$ cat config.mk
export PLATFORM = sky130hd
export DESIGN_NAME = serial_word_tx
export DESIGN_NICKNAME = d
export VERILOG_FILES = /design/src/rtl/serial_word_tx.sv
export SDC_FILE = /design/constraint.sdc
export NUM_CORES = 1
export LEC_CHECK = 0
export BUFFER_PORTS_ARGS = -buffer_cell sky130_fd_sc_hd__buf_2
export CAP_MARGIN = 0
export CORE_AREA = 2 2 46 48
export CTS_CLUSTER_DIAMETER = 100
export DETAILED_ROUTE_END_ITERATION = 16
export DIE_AREA = 0 0 48 50
export GPL_ROUTABILITY_DRIVEN = 0
export PLACE_DENSITY = 0.75
export SLEW_MARGIN = 20
export SYNTH_ARGS = -nofsm -noshare
export SYNTH_HDL_FRONTEND = slang
export SYNTH_SLANG_ARGS = --single-unit
export TNS_END_PERCENT = 50
$ cat constraint.sdc
create_clock -name clk -period 2.4 [get_ports clk]
set_input_delay 0.48 -clock clk [delete_from_list [all_inputs] [get_ports clk]]
set_output_delay 0.48 -clock clk [all_outputs]
set_load 0.05 [all_outputs]
$ cat src/rtl/serial_word_tx.sv
// serial_word_tx: loads a WIDTH-bit word over valid/ready and shifts it out LSB first,
// framed by a frame_start pulse and a done pulse. Define SERIAL_WORD_TX_PARITY_EN to append an even-parity bit.
module serial_word_tx #(
  parameter int WIDTH = 5,
  parameter int GAP   = 1
) (
  input  logic             clk,
  input  logic             reset,
  input  logic [WIDTH-1:0] data_in,
  input  logic             load_valid,
  output logic             load_ready,
  output logic             frame_start,
  output logic             ser_out,
  output logic             ser_valid,
  output logic             busy,
  output logic             done
);

`ifdef SERIAL_WORD_TX_PARITY_EN
  localparam int LastIdx = WIDTH;
`else
  localparam int LastIdx = WIDTH - 1;
`endif
  localparam int CntW = $clog2(WIDTH + 2);
  localparam int GapW = 3;
  localparam logic [CntW-1:0] CntLast = CntW'(LastIdx);
  localparam logic [GapW-1:0] GapLast = GapW'((GAP > 0) ? GAP - 1 : 0);
`ifdef SERIAL_WORD_TX_PARITY_EN
  localparam logic [CntW-1:0] CntDataLast = CntW'(WIDTH - 1);
`endif

  typedef enum logic [1:0] {
    IDLE     = 2'd0,
    START    = 2'd1,
    SEND     = 2'd2,
    GAP_WAIT = 2'd3
  } state_t;

  state_t           r_state, w_nextState;
  logic [WIDTH-1:0] r_shReg, w_shRegNext;
  logic [CntW-1:0]  r_bitCnt, w_bitCntNext;
  logic [GapW-1:0]  r_gapCnt, w_gapCntNext;
  logic             r_frameStart, w_frameStartNext;
  logic             r_serOut, w_serOutNext;
  logic             r_serValid, w_serValidNext;
  logic             r_done, w_doneNext;
`ifdef SERIAL_WORD_TX_PARITY_EN
  logic             r_parity, w_parityNext;
`endif

  // Output flops are loaded with the values for the state being entered, so each
  // registered output lines up with the cycle its state is occupied.
  always_comb begin
    w_nextState      = r_state;
    w_shRegNext      = r_shReg;
    w_bitCntNext     = r_bitCnt;
    w_gapCntNext     = r_gapCnt;
    w_frameStartNext = 1'b0;
    w_serOutNext     = 1'b0;
    w_serValidNext   = 1'b0;
    w_doneNext       = 1'b0;
`ifdef SERIAL_WORD_TX_PARITY_EN
    w_parityNext     = r_parity;
`endif
    case (r_state)
      IDLE: begin
        if (load_valid) begin
          w_nextState      = START;
          w_shRegNext      = data_in;
          w_frameStartNext = 1'b1;
`ifdef SERIAL_WORD_TX_PARITY_EN
          w_parityNext     = ^data_in;
`endif
        end
      end
      START: begin
        w_nextState    = SEND;
        w_serValidNext = 1'b1;
        w_serOutNext   = r_shReg[0];
        w_shRegNext    = r_shReg >> 1;
        w_bitCntNext   = '0;
      end
      SEND: begin
        if (r_bitCnt == CntLast) begin
          w_gapCntNext = '0;
          if (GAP > 0) w_nextState = GAP_WAIT;
          else         w_nextState = IDLE;
        end else begin
          w_bitCntNext   = r_bitCnt + 1'b1;
          w_serValidNext = 1'b1;
          w_serOutNext   = r_shReg[0];
`ifdef SERIAL_WORD_TX_PARITY_EN
          if (r_bitCnt == CntDataLast) w_serOutNext = r_parity;
`endif
          w_shRegNext    = r_shReg >> 1;
          w_doneNext     = (w_bitCntNext == CntLast);
        end
      end
      GAP_WAIT: begin
        if (r_gapCnt == GapLast) w_nextState = IDLE;
        else                     w_gapCntNext = r_gapCnt + 1'b1;
      end
      default: w_nextState = IDLE;
    endcase
  end

  always_ff @(posedge clk or negedge reset) begin
    if (!reset) begin
      r_state      <= IDLE;
      r_shReg      <= '0;
      r_bitCnt     <= '0;
      r_gapCnt     <= '0;
      r_frameStart <= 1'b0;
      r_serOut     <= 1'b0;
      r_serValid   <= 1'b0;
      r_done       <= 1'b0;
`ifdef SERIAL_WORD_TX_PARITY_EN
      r_parity     <= 1'b0;
`endif
    end else begin
      r_state      <= w_nextState;
      r_shReg      <= w_shRegNext;
      r_bitCnt     <= w_bitCntNext;
      r_gapCnt     <= w_gapCntNext;
      r_frameStart <= w_frameStartNext;
      r_serOut     <= w_serOutNext;
      r_serValid   <= w_serValidNext;
      r_done       <= w_doneNext;
`ifdef SERIAL_WORD_TX_PARITY_EN
      r_parity     <= w_parityNext;
`endif
    end
  end

  assign load_ready  = (r_state == IDLE);
  assign busy        = (r_state != IDLE);
  assign frame_start = r_frameStart;
  assign ser_out     = r_serOut;
  assign ser_valid   = r_serValid;
  assign done        = r_done;

endmodule

# == After elaboration in Yosys (flattened, before gate mapping) ==
# Index checks and enable logic that the tools add are counted.
# classes
bitwise_logic,0
muxes,20
reduce_logical,10
div_mod_pow,0
addsub,2
n_eq_ne,10
mul,0
n_lt_le_gt_ge,0
n_shift,0
# op_table
cell,n
5-bit one-hot mux with 3 select lines,1
3-bit one-hot mux with 2 select lines,2
5-bit 2-to-1 mux,2
2-bit inequality test (second input constant),5
3-bit 2-to-1 mux,3
3-bit AND reduction,3
2-bit one-hot mux with 4 select lines,1
3-bit by 1-bit adder with 3-bit output (second input constant),2
3-bit == test (second input constant),2
1-bit 2-to-1 mux,6
2-bit 2-to-1 mux,3
2-bit nonzero test,3
2-bit == test (second input constant),2
1-bit one-hot mux with 2 select lines,2
3-bit logical NOT,1
3-bit nonzero test,1
2-bit by 1-bit == test with 1-bit output (second input constant),1
2-bit logical NOT,1
2-bit AND reduction,1
# totals
elab_cells,50
latchBits,0
n_memories,0
ramBits,0
in_bits,8
regBits,17
rom_bits,0
output_inout_bits,6

# == Depth between registers and ports, before layout ==
# logic_depth
ltp_word,4
depth_mapped,6
ltp_nobuf,5

# == Least setup slack after synthesis ==
# Ideal clock, no wire load.
# synth_timing
path_kind,flip-flop to flip-flop
from,reg r_state[0]
to,reg r_shReg[0]
n_path_buf,0
path_stages_with_launch,6
arrival_time_ns,2.125
required_time_ns,2.275
setup_ns,0.125
setup_slack_ns,0.150
synth_period_minus_slack_ns,2.250
cell_sequence,dfrtp_1 > inv_1 > ha_1 > inv_1 > a211oi_4 > mux2_2
# synth_via
elab_chain_len,3
elab_cells_between_ends,8
classes_between,4 x eq/ne; 1 x mux; 3 x reduce/logical
# synth_lines
element,line_no,source
"start, declared",39,"state_t r_state, w_nextState;"
"start signal, assigned",121,r_state <= w_nextState;
2-bit logical NOT (*),-,
via load_ready,11,"output logic load_ready,"
2-bit inequality test (no line) or 3-bit nonzero test (tied branches),-,
3-bit AND reduction (no line),-,
"end signal, assigned",122,r_shReg <= w_shRegNext;
"end, declared",40,"logic [WIDTH-1:0] r_shReg, w_shRegNext;"
# Mark *: on every way through the listed nets, which the timed path passes. The rest lies on a longest branch.
# A chain may end at the register's enable or synchronous reset.

# == Worst setup path after layout ==
# layout_timing
from,reg r_state[0]
to,out busy
# layout_via
elab_chain_len,1
# layout_lines
element,line_no,source
2-bit nonzero test,136,assign busy = (r_state != IDLE);
"end, declared",15,"output logic busy,"
# No other way between the ends.

==> summary.txt <==
Count of buffers from port buffering: 13
Highest clock frequency the design can meet: 0.517 GHz
Top post-synthesis cells by count: 17 x sky130_fd_sc_hd__dfrtp_1, 11 x sky130_fd_sc_hd__mux2_2, 10 x sky130_fd_sc_hd__ha_1
Vias in the first global route: 631
Clock Skew: 0.00738 ns
Clk_lat worst skew: 0.29 ns
Result of the run: finished, final reports clean
Slowest cell on crit path: sky130_fd_sc_hd__dfrtp_1
Startpoint types: flip-flop
Via count of the routed design: 662
Fraction of synthesized cell area taken by the top area cell type: 43.4%
Switching share of power: 43.2%
Sequential share of the synthesized area: 43.4%
Area used by multi-input combinational logic: 507 sq um
Fillers: 178
H-tree lvl count: 1
Number of cells produced by synthesis: 85
Headroom to the max-slew limit: 70.2%
Worst min-delay path category: input pin to async pin
CTS tree: done
Post-route cell area: 1090 sq um
Largest vdd supply drop: 0.865 mV
CP required: 1.92 ns
Ratio of routed vias to standard cells: 5.21
Final core utilization: 57.4%
Number of gates resized after cts: 0
Top FF cell, synth: sky130_fd_sc_hd__dfrtp_1
Synth-to-layout area growth: 11.2%
Share of layout cells above drive strength 1: 32.0%
DR iter-0 viols: 6
Sw Pwr: 0.000634 W
Transition time at the pin with the least slew margin: 0.443 ns
Flip-flop and latch count after synthesis: 17
Buffers inserted by post-CTS timing repair: 0
Critical path arrival: 1.45 ns
Gr ovfl total: 0
Comb power frac: 57.6%
WS Path Type: flip-flop to primary output
Final setup margin: 0.466 ns
Crit path cell chain: inv_1, ha_1, inv_1, buf_2
Sequential cell fraction of total power: 31.8%
Number of distinct library cells after synthesis: 27
Clock-pin slew on the worst setup and hold paths: 0.10 ns
Die outline width: 48 microns
Critical path's largest stage delay: 0.41 ns
Internal power consumption: 0.000832 W
Row Count: 16
Drt total wl: 1670 microns
Power density of the placed cells: 1340 nW/um^2
Fin. Hold Viols: 0
Core ar.: 1900 sq um
Clock buffer depth: 2
# DRC: 0
Number of flops mapped to enable cells by yosys: 0
Cts hold-fix bufs: 0
Number of placed instances with taps included: 123
Clock power frac: 10.5%
Synthesized area: 981 sq um
Net count of the finished layout: 119
Number of max-capacitance violations reported: 0
Min cycle time layout: 1.93 ns
Most numerous cell in the Yosys netlist: sky130_fd_sc_hd__dfrtp_1
Cell type with the highest aggregate area in the netlist: sky130_fd_sc_hd__dfrtp_1
Number of buffers created by CTS: 3
Die Y: 50 microns
Die area: 2400 sq um
Critical path capture point type: primary output
Async SR Flop Fraction: 100%
Final Setup Violations: 0
Wire length of the first global-routing pass: 2750 microns
Reported leakage power: 0.553 nW
Clk root buf: sky130_fd_sc_hd__clkbuf_4
Largest net degree at the start of global routing: 18
Initial antenna violation count: 0
Top cells by area, synth: sky130_fd_sc_hd__dfrtp_1 43%, sky130_fd_sc_hd__ha_1 13%, sky130_fd_sc_hd__mux2_2 13%
Diode insertion count for antenna repair: 0
Number of non-filler instances in the completed layout: 127
Detailed-routing iteration count for the pre-antenna-repair pass: 4
Post-synth net total: 103
DR WL/cell: 13.1 microns
Top-level I/O count: 14
Critical-path maximum fanout: 4
Setup repair after global routing missed its margin: false
Effective utilization at floorplan: 51.6%
Sequential cell area: 425 sq um
Clock net sink count: 17
Instance area after placement: 1060 sq um
HPWL reported at the end of detailed placement: 1280 microns
Max-slew violation total from the final report: 0
Setup slack after placement: 0.501 ns
All-Layer GR Usage: 16.2%
Remaining antenna violation count after routing: 0
Post-route setup TNS: 0 ns
Average size of a mapped cell: 11.5 sq um
Most frequent cell on the critical path: sky130_fd_sc_hd__inv_1
Number of warnings printed during yosys synthesis: 0
Final worst-path cycle share: 80.6%
-- layout make-up --
type / count / share of cell area, %
tap: 27 / 3.10
multi-input combinational: 57 / 46.4
sequential: 17 / 39.0
timing repair buffer: 13 / 5.96
clock buffer: 4 / 2.41
inverter: 9 / 3.10
-- registers in the layout, indices dropped and copies added, names as in the netlist --
signal       count
done             1
frame_start      1
ser_out          1
r_state          2
r_shReg          5
r_bitCnt         3
ser_valid        1
r_gapCnt         3
-- worst max-delay path: cells and delay by family, from the launching register on --
| family | cells | cell delay, ns |
|---|---|---|
| adder cells (fa/ha/maj) | 1 | 0.25 |
| buffers and inverters | 3 | 0.50 |
| flip-flops | 1 | 0.41 |
-- metrics by stage --
step | hold slack (ns) | total power (W)
4_1_cts | 0.0973 | 0.00148
2_1_floorplan | 0.184 | 0.00117
5_1_grt | 0.104 | 0.00158
3_3_place_gp | 0.418 | 0.00129
6_report | 0.0897 | 0.00147
3_5_place_dp | 0.421 | 0.00133
-- layer usage --
layer  GRT usage [%]  vias up  wire length [microns]
li1                -      326                      -
met4            6.76        0                     15
met3            4.76        2                     83
met2            25.6       18                    824
met1            19.8      316                    742
met5               0        -                      0
-- power groups by stage --
stage / Clock, W / Sequential (W) / Combinational [W]
2_1_floorplan: 0 / 0.000523 / 0.000648
3_3_place_gp: 0 / 0.000464 / 0.000827
3_5_place_dp: 0 / 0.000472 / 0.000853
4_1_cts: 0.000161 / 0.000467 / 0.000854
5_1_grt: 0.000174 / 0.000482 / 0.000924
6_report: 0.000154 / 0.000467 / 0.000845
-- worst paths after layout --
| kind | startpoint | end | slack, ns | cells past startpoint |
|---|---|---|---|---|
| worst max register to register | r_state[0] | r_shReg[3] | 0.48 | 5 |
| worst max-delay path | r_state[0] | busy | 0.47 | 4 |
| worst min register to register | r_shReg[0] | ser_out | 0.49 | 1 |
| min in group clk | load_valid | frame_start | 0.41 | 2 |
| worst min-delay path | reset | frame_start | 0.09 | 1 |
| max in group asynchronous | reset | r_shReg[3] | 2.03 | 1 |
-- layout by cell type (no fill, tap or decap), types with 2 or more instances in the layout --
cell	Yosys	routed
sky130_fd_sc_hd__clkbuf_4	0	3
sky130_fd_sc_hd__buf_2	0	13
sky130_fd_sc_hd__a21oi_1	2	2
sky130_fd_sc_hd__mux2_2	11	11
sky130_fd_sc_hd__nor2b_1	3	3
sky130_fd_sc_hd__inv_1	9	9
sky130_fd_sc_hd__and2_1	2	2
sky130_fd_sc_hd__dfrtp_1	17	17
sky130_fd_sc_hd__ha_1	10	10
sky130_fd_sc_hd__nor2_1	3	3
sky130_fd_sc_hd__and3_1	5	5
sky130_fd_sc_hd__a21boi_0	2	2
sky130_fd_sc_hd__o21ai_0	4	4
sky130_fd_sc_hd__a221o_1	2	2
-- logic make-up (layout without fill, tap and decap cells) --
logic type	Yosys count	count (layout)	share of synthesized area [%]
AO/OA/AOI/OAI	17	17	13.9
XOR/XNOR	1	1	0.893
AND/OR/NAND/NOR	18	18	11.5
buffers and inverters	11	26	4.97
flip-flops	17	17	43.4
adder cells (fa/ha/maj)	10	10	12.8
multiplexers	11	11	12.6
No activity file was read; power rests on OpenSTA's default activity.
